[src/rtl/router_fsm.sv]
// Control FSM for a 1-input, 3-output packet router: decodes the header address,
// sequences header/payload/parity loads and handles FIFO back-pressure and soft resets.
module router_fsm (
    input  logic       clock,
    input  logic       resetn,
    input  logic       pkt_valid,
    input  logic       fifo_full,
    input  logic       parity_done,
    input  logic       low_packet_valid,
    input  logic [2:0] fifo_empty,
    input  logic [2:0] soft_reset,
    input  logic [1:0] data_in,
    output logic       write_enb_reg,
    output logic       detect_add,
    output logic       ld_state,
    output logic       lfd_state,
    output logic       laf_state,
    output logic       full_state,
    output logic       reset_int_reg,
    output logic       busy
);

    typedef enum logic [2:0] {
        DECODE_ADDRESS     = 3'b000,
        LOAD_FIRST_DATA    = 3'b001,
        WAIT_TILL_EMPTY    = 3'b010,
        LOAD_DATA          = 3'b011,
        FIFO_FULL_STATE    = 3'b100,
        LOAD_PARITY        = 3'b101,
        LOAD_AFTER_FULL    = 3'b110,
        CHECK_PARITY_ERROR = 3'b111
    } state_t;

    state_t     state;
    logic [1:0] addr;

    // Pad the per-port flags to four entries so address 2'b11 reads as inactive.
    logic [3:0] empty_pad;
    logic [3:0] soft_pad;
    assign empty_pad = {1'b0, fifo_empty};
    assign soft_pad  = {1'b0, soft_reset};

    always_ff @(posedge clock or negedge resetn) begin
        if (!resetn) begin
            state <= DECODE_ADDRESS;
            addr  <= 2'b00;
        end else begin
            if (state == DECODE_ADDRESS && pkt_valid)
                addr <= data_in;

            if (state != DECODE_ADDRESS && soft_pad[addr]) begin
                state <= DECODE_ADDRESS;
            end else begin
                case (state)
                    DECODE_ADDRESS: begin
                        if (pkt_valid && data_in != 2'b11) begin
                            if (empty_pad[data_in])
                                state <= LOAD_FIRST_DATA;
                            else
                                state <= WAIT_TILL_EMPTY;
                        end
                    end
                    LOAD_FIRST_DATA: state <= LOAD_DATA;
                    WAIT_TILL_EMPTY: begin
                        if (empty_pad[addr])
                            state <= LOAD_FIRST_DATA;
                    end
                    LOAD_DATA: begin
                        if (fifo_full)
                            state <= FIFO_FULL_STATE;
                        else if (!pkt_valid)
                            state <= LOAD_PARITY;
                    end
                    FIFO_FULL_STATE: begin
                        if (!fifo_full)
                            state <= LOAD_AFTER_FULL;
                    end
                    LOAD_AFTER_FULL: begin
                        if (parity_done)
                            state <= DECODE_ADDRESS;
                        else if (low_packet_valid)
                            state <= LOAD_PARITY;
                        else
                            state <= LOAD_DATA;
                    end
                    LOAD_PARITY: state <= CHECK_PARITY_ERROR;
                    CHECK_PARITY_ERROR: begin
                        if (fifo_full)
                            state <= FIFO_FULL_STATE;
                        else
                            state <= DECODE_ADDRESS;
                    end
                    default: state <= DECODE_ADDRESS;
                endcase
            end
        end
    end

    assign detect_add    = (state == DECODE_ADDRESS);
    assign lfd_state     = (state == LOAD_FIRST_DATA);
    assign ld_state      = (state == LOAD_DATA);
    assign full_state    = (state == FIFO_FULL_STATE);
    assign laf_state     = (state == LOAD_AFTER_FULL);
    assign reset_int_reg = (state == CHECK_PARITY_ERROR);
    assign write_enb_reg = (state == LOAD_DATA) || (state == LOAD_PARITY)
                         || (state == LOAD_AFTER_FULL);
    assign busy          = (state != DECODE_ADDRESS) && (state != LOAD_DATA);

endmodule

[config.mk]
export PLATFORM = sky130hd
export DESIGN_NAME = router_fsm
export DESIGN_NICKNAME = d
export VERILOG_FILES = /design/src/rtl/router_fsm.sv
export SDC_FILE = /design/constraint.sdc
export NUM_CORES = 1
export LEC_CHECK = 0
export ABC_CLOCK_PERIOD_IN_PS = 1590
export CORE_MARGIN = 3
export CORE_UTILIZATION = 36
export DETAILED_ROUTE_END_ITERATION = 8
export GPL_ROUTABILITY_DRIVEN = 1
export PLACE_DENSITY_LB_ADDON = 0.1
export SLEW_MARGIN = 20
export SYNTH_ARGS = -nofsm -noshare
export SYNTH_HDL_FRONTEND = slang
export SYNTH_SLANG_ARGS = --single-unit
export TNS_END_PERCENT = 5
[constraint.sdc]
create_clock -name clock -period 1.59 [get_ports clock]
set_clock_uncertainty 0.2 [all_clocks]
set_input_delay 0.318 -clock clock [delete_from_list [all_inputs] [get_ports clock]]
set_output_delay 0.318 -clock clock [all_outputs]
set_load 0.05 [all_outputs]
# Yosys cells after proc, flatten, opt, wreduce, memory -nomap -nowiden
# Index checks and enable logic that the tools add are counted.
# totals
register_bits,5
in_bits,14
output_inout_bits,8
elab_cells,43
# classes
order_cmp,2
n_eq_ne,13
mux,17
n_reduce_logical,9
# ops
op,count
2-to-1 mux 3 bit,9
case mux 3 bit (8 select lines),1
"equality test 3 bit, second input constant",4
binary-select mux 1 bit (select 2 bit),3
"equality test 3 x 2 -> 1 bit, second input constant",2
"< comparator 2 x 3 -> 1 bit, second input constant",2
"!= test 3 x 2 -> 1 bit, second input constant",2
logical AND 1 bit,4
"!= test 4 x 3 -> 1 bit, second input constant",1
AND reduction 4 bit,1
"equality test 3 x 1 -> 1 bit, second input constant",1
logical NOT 3 bit,1
2-to-1 mux 1 bit,3
"!= test 3 x 1 -> 1 bit, second input constant",1
"!= test 3 bit, second input constant",1
nonzero test 3 bit,1
logical OR 1 bit,2
2-to-1 mux 2 bit,1
"!= test 2 bit, second input constant",1

# Depth between registers and ports, before layout
# depth
ltp_word,6
ltp_mapped,6

# Worst setup path after synthesis
# OpenSTA, ideal clock, no wires.
# synth_timing
path_kind,register -> output
startpoint,reg state[1]
endpoint,out full_state
t_arrival_ns,1.659
required_time_ns,1.072
slack_ns,-0.587
stages_incl_launch_ff,3
n_path_buf,1
path_cell_list,dfrtp_1 > buf_2 > nor3_1
# synth_via
elab_chain_len,1
# synth_lines
element,line,source
"start, declared",34,state_t state;
"start signal, assigned",45,state <= DECODE_ADDRESS;
"start signal, assigned",52,state <= DECODE_ADDRESS;
"start signal, assigned",58,state <= LOAD_FIRST_DATA;
equality test 3 bit,102,assign full_state = (state == FIFO_FULL_STATE);
"end, declared",18,"output logic full_state,"
# Every way passes these cells.

# Final worst setup path
# layout_timing
startpoint,reg state[1]
endpoint,out write_enb_reg
# layout_via
elab_chain_len,3
elab_cells_between_ends,5
classes_between,eq/ne: 3; reduce/logical: 2
# layout_lines
element,line,source
equality test 3 x 2 -> 1 bit or equality test 3 bit (tied branches),105,assign write_enb_reg = (state == LOAD_DATA) || (state == LOAD_PARITY)
logical OR 1 bit,105,
logical OR 1 bit (*),106,|| (state == LOAD_AFTER_FULL);
"end, declared",13,"output logic write_enb_reg,"
# Every way passes the cells marked *; elsewhere a longest branch is shown, timed or not.

==> metrics.txt <==
final period demand of the worst path=1831 ps; met3 WL post-DR=91 µm; power after layout=between 0.002 and 0.0025 W; clk root buf=clkbuf_4; mapped cell area=about 510 µm²; Die ar.=1914 µm²; final hold viol count=0; commonest cells in the netlist=nor2_1 (8), dfrtp_1 (5), mux2i_1 (3), nand2_1 (3), o22ai_1 (3); I/O pin count=22; via count=649; WL met2=~1.1 mm; WP data arrival=1310 ps; Setup WS post-layout=-241.3 ps; largest net degree at the start of global routing=8; DR top layer=met4; Max Cap Viol=0; # rows=12; placed cell count=between 100 and 150; first-pass GRT wire length=2.766 mm; Synthesized Nets=70; Initial Util=0.4218; PortBufs=21; layout cells sized above 1=0.5644; P per Cell Area=2224 nW/µm²; post-synthesis cell count=56; Syn Area/Cell=9.161 µm²; Placer Congestion=0.8382; CTS tree=done; critical path launch point type=flip-flop; R2R Path End=state[0]; Slew Limit Fails=0; TritonRoute pass-1 iters=4; reg2reg path depth=7; Synth area leader=dfrtp_1; H-tree depth=1; post-route insts no fill=~120; # setup viols final=13; die width=43.75 µm; P_leak=0.4532 nW; Place WS=-385.7 ps; critical path type=reg2out; failing checks=setup timing; Worst Path Max Fanout=4; run status=finished with violations; yosys warns=0; Detail Placement HPWL=1.278 mm; Worst-path clk slew=40 ps; Antenna Violating Nets Remaining=0; slew margin rel.=0.7940; final-stage net count=116; DRT Wirelength=1.978 mm; number of global-route vias before repair=625; clock latency on the worst-skew pair=230 ps; CORE AREA=1216 µm²; count leader, synth=nor2_1; Hold Slack=99.12 ps; largest cells by area after synthesis=dfrtp_1 (24%), mux2i_1 (5.9%), nor2_1 (5.9%), buf_6 (4.4%), mux2_1 (4.4%); number of flops mapped to enable cells by yosys=0; fmax=546.1 MHz; GRT Util Overall=0.2002; Distinct cells, synth=32; clock buffer depth=2; async set-reset flop share out of synthesis=1.000; Req. time, crit path=1070 ps; Worst setup EP type=primary output; grt ovf=0; register area share after synthesis=0.2439; routed vias/inst=5.643; post-synth top area share=0.2439; Max VDD drop=1349 µV; number of synthesized register bits=5; TritonCTS Buffers=3; drt drc=0; met1 wire length=733 µm; Least-Margin Pin Slew=308.9 ps; chip height=43.75 µm; worst hold path class=in2async; antenna violations before repair=0; Final Util=0.8868; Tcrit/Tclk final=1.152; FILL cells=56; Ant. Diodes=0; Iter 0 DRT Violations=9; clock net sink count=5; WL/cell=17.20 µm; Layout area overhead=110.2%; RSZ-0062 raised after global routing=true; reg2reg setup slack=-190 ps; launching point of the worst reg2reg path=state[2]; Post-CTS Hold Fix Bufs=0; Top FF cell, synth=dfrtp_1
## repair_timing
item                       CTS  global route
setup endpoints to repair   13            13
buffers inserted             3             3
cloned                       0             0
pin swaps                    7             3
resized for setup           16             2
## per-stage QoR
step	setup TNS [ps]	area, µm²
final	-2418	1079
after detailed placement	-1550	937.1
after floorplan	-1905	535.5
after global routing	-3340	1079
after global placement	-1252	937.1
after CTS	-2334	1045
## critical path: stages, from the launching register on
cell,delay (ps)
dfrtp_2,440
buf_6,140
xor2_2,140
a21o_1,210
buf_12,150
## cell usage in the layout (no fill, tap or decap), types with 2 or more instances in the layout
cell type         n
buf_12            8
buf_4            16
buf_6             7
clkbuf_4          3
clkdlybuf4s50_1  13
dfrtp_1           3
dfrtp_2           2
mux2_1            2
mux2i_1           3
nand2_1           3
nor2_1            5
nor2_2            2
nor2_4            2
nor2b_1           2
nor3_4            3
o22ai_1           3
or3_4             2
## flip-flops by register name, indices dropped and copies added (netlist names)
name / count
addr: 2
state: 3
## worst max-delay path by stage
stage / endpoint / startpoint / slack [ps]
3_5_place_dp: state[2] / fifo_full / -390
6_report: write_enb_reg / state[1] / -240
2_1_floorplan: state[0] / state[0] / -290
5_1_grt: state[1] / state[2] / -320
3_3_place_gp: state[2] / fifo_full / -360
4_1_cts: full_state / state[1] / -250
## area by class of cell
| type | count | area, µm² | area share |
|---|---|---|---|
| clock buffers | 4 | 26.28 | 0.02436 |
| repair buffers | 44 | 489.2 | 0.4536 |
| flip-flops and latches | 5 | 127.6 | 0.1183 |
| multi-input cells | 46 | 405.4 | 0.3759 |
| well taps | 14 | 17.52 | 0.01624 |
| inverters | 2 | 12.51 | 0.01160 |
## kinds of logic after synthesis
logic type / Yosys count / synth area share
AND/OR/NAND/NOR: 25 / 0.3098
AO/OA/AOI/OAI: 15 / 0.2585
multiplexers: 5 / 0.1024
flip-flops: 5 / 0.2439
buffers and inverters: 5 / 0.06829
XOR/XNOR: 1 / 0.01708
## power breakdown
part | switching (W) | total, W | internal, W
clock network | 0.0000460 | 0.000140 | 0.0000945
logic | 0.000949 | 0.00196 | 0.00101
registers | 0.000106 | 0.000301 | 0.000196
## layer usage
metal  vias up  GRT usage
li1        296          -
met1       310     0.2236
met3         8    0.02905
met4         0     0.1024
met2        35     0.3605
met5         -          0
(Power assumes the default switching activity.)
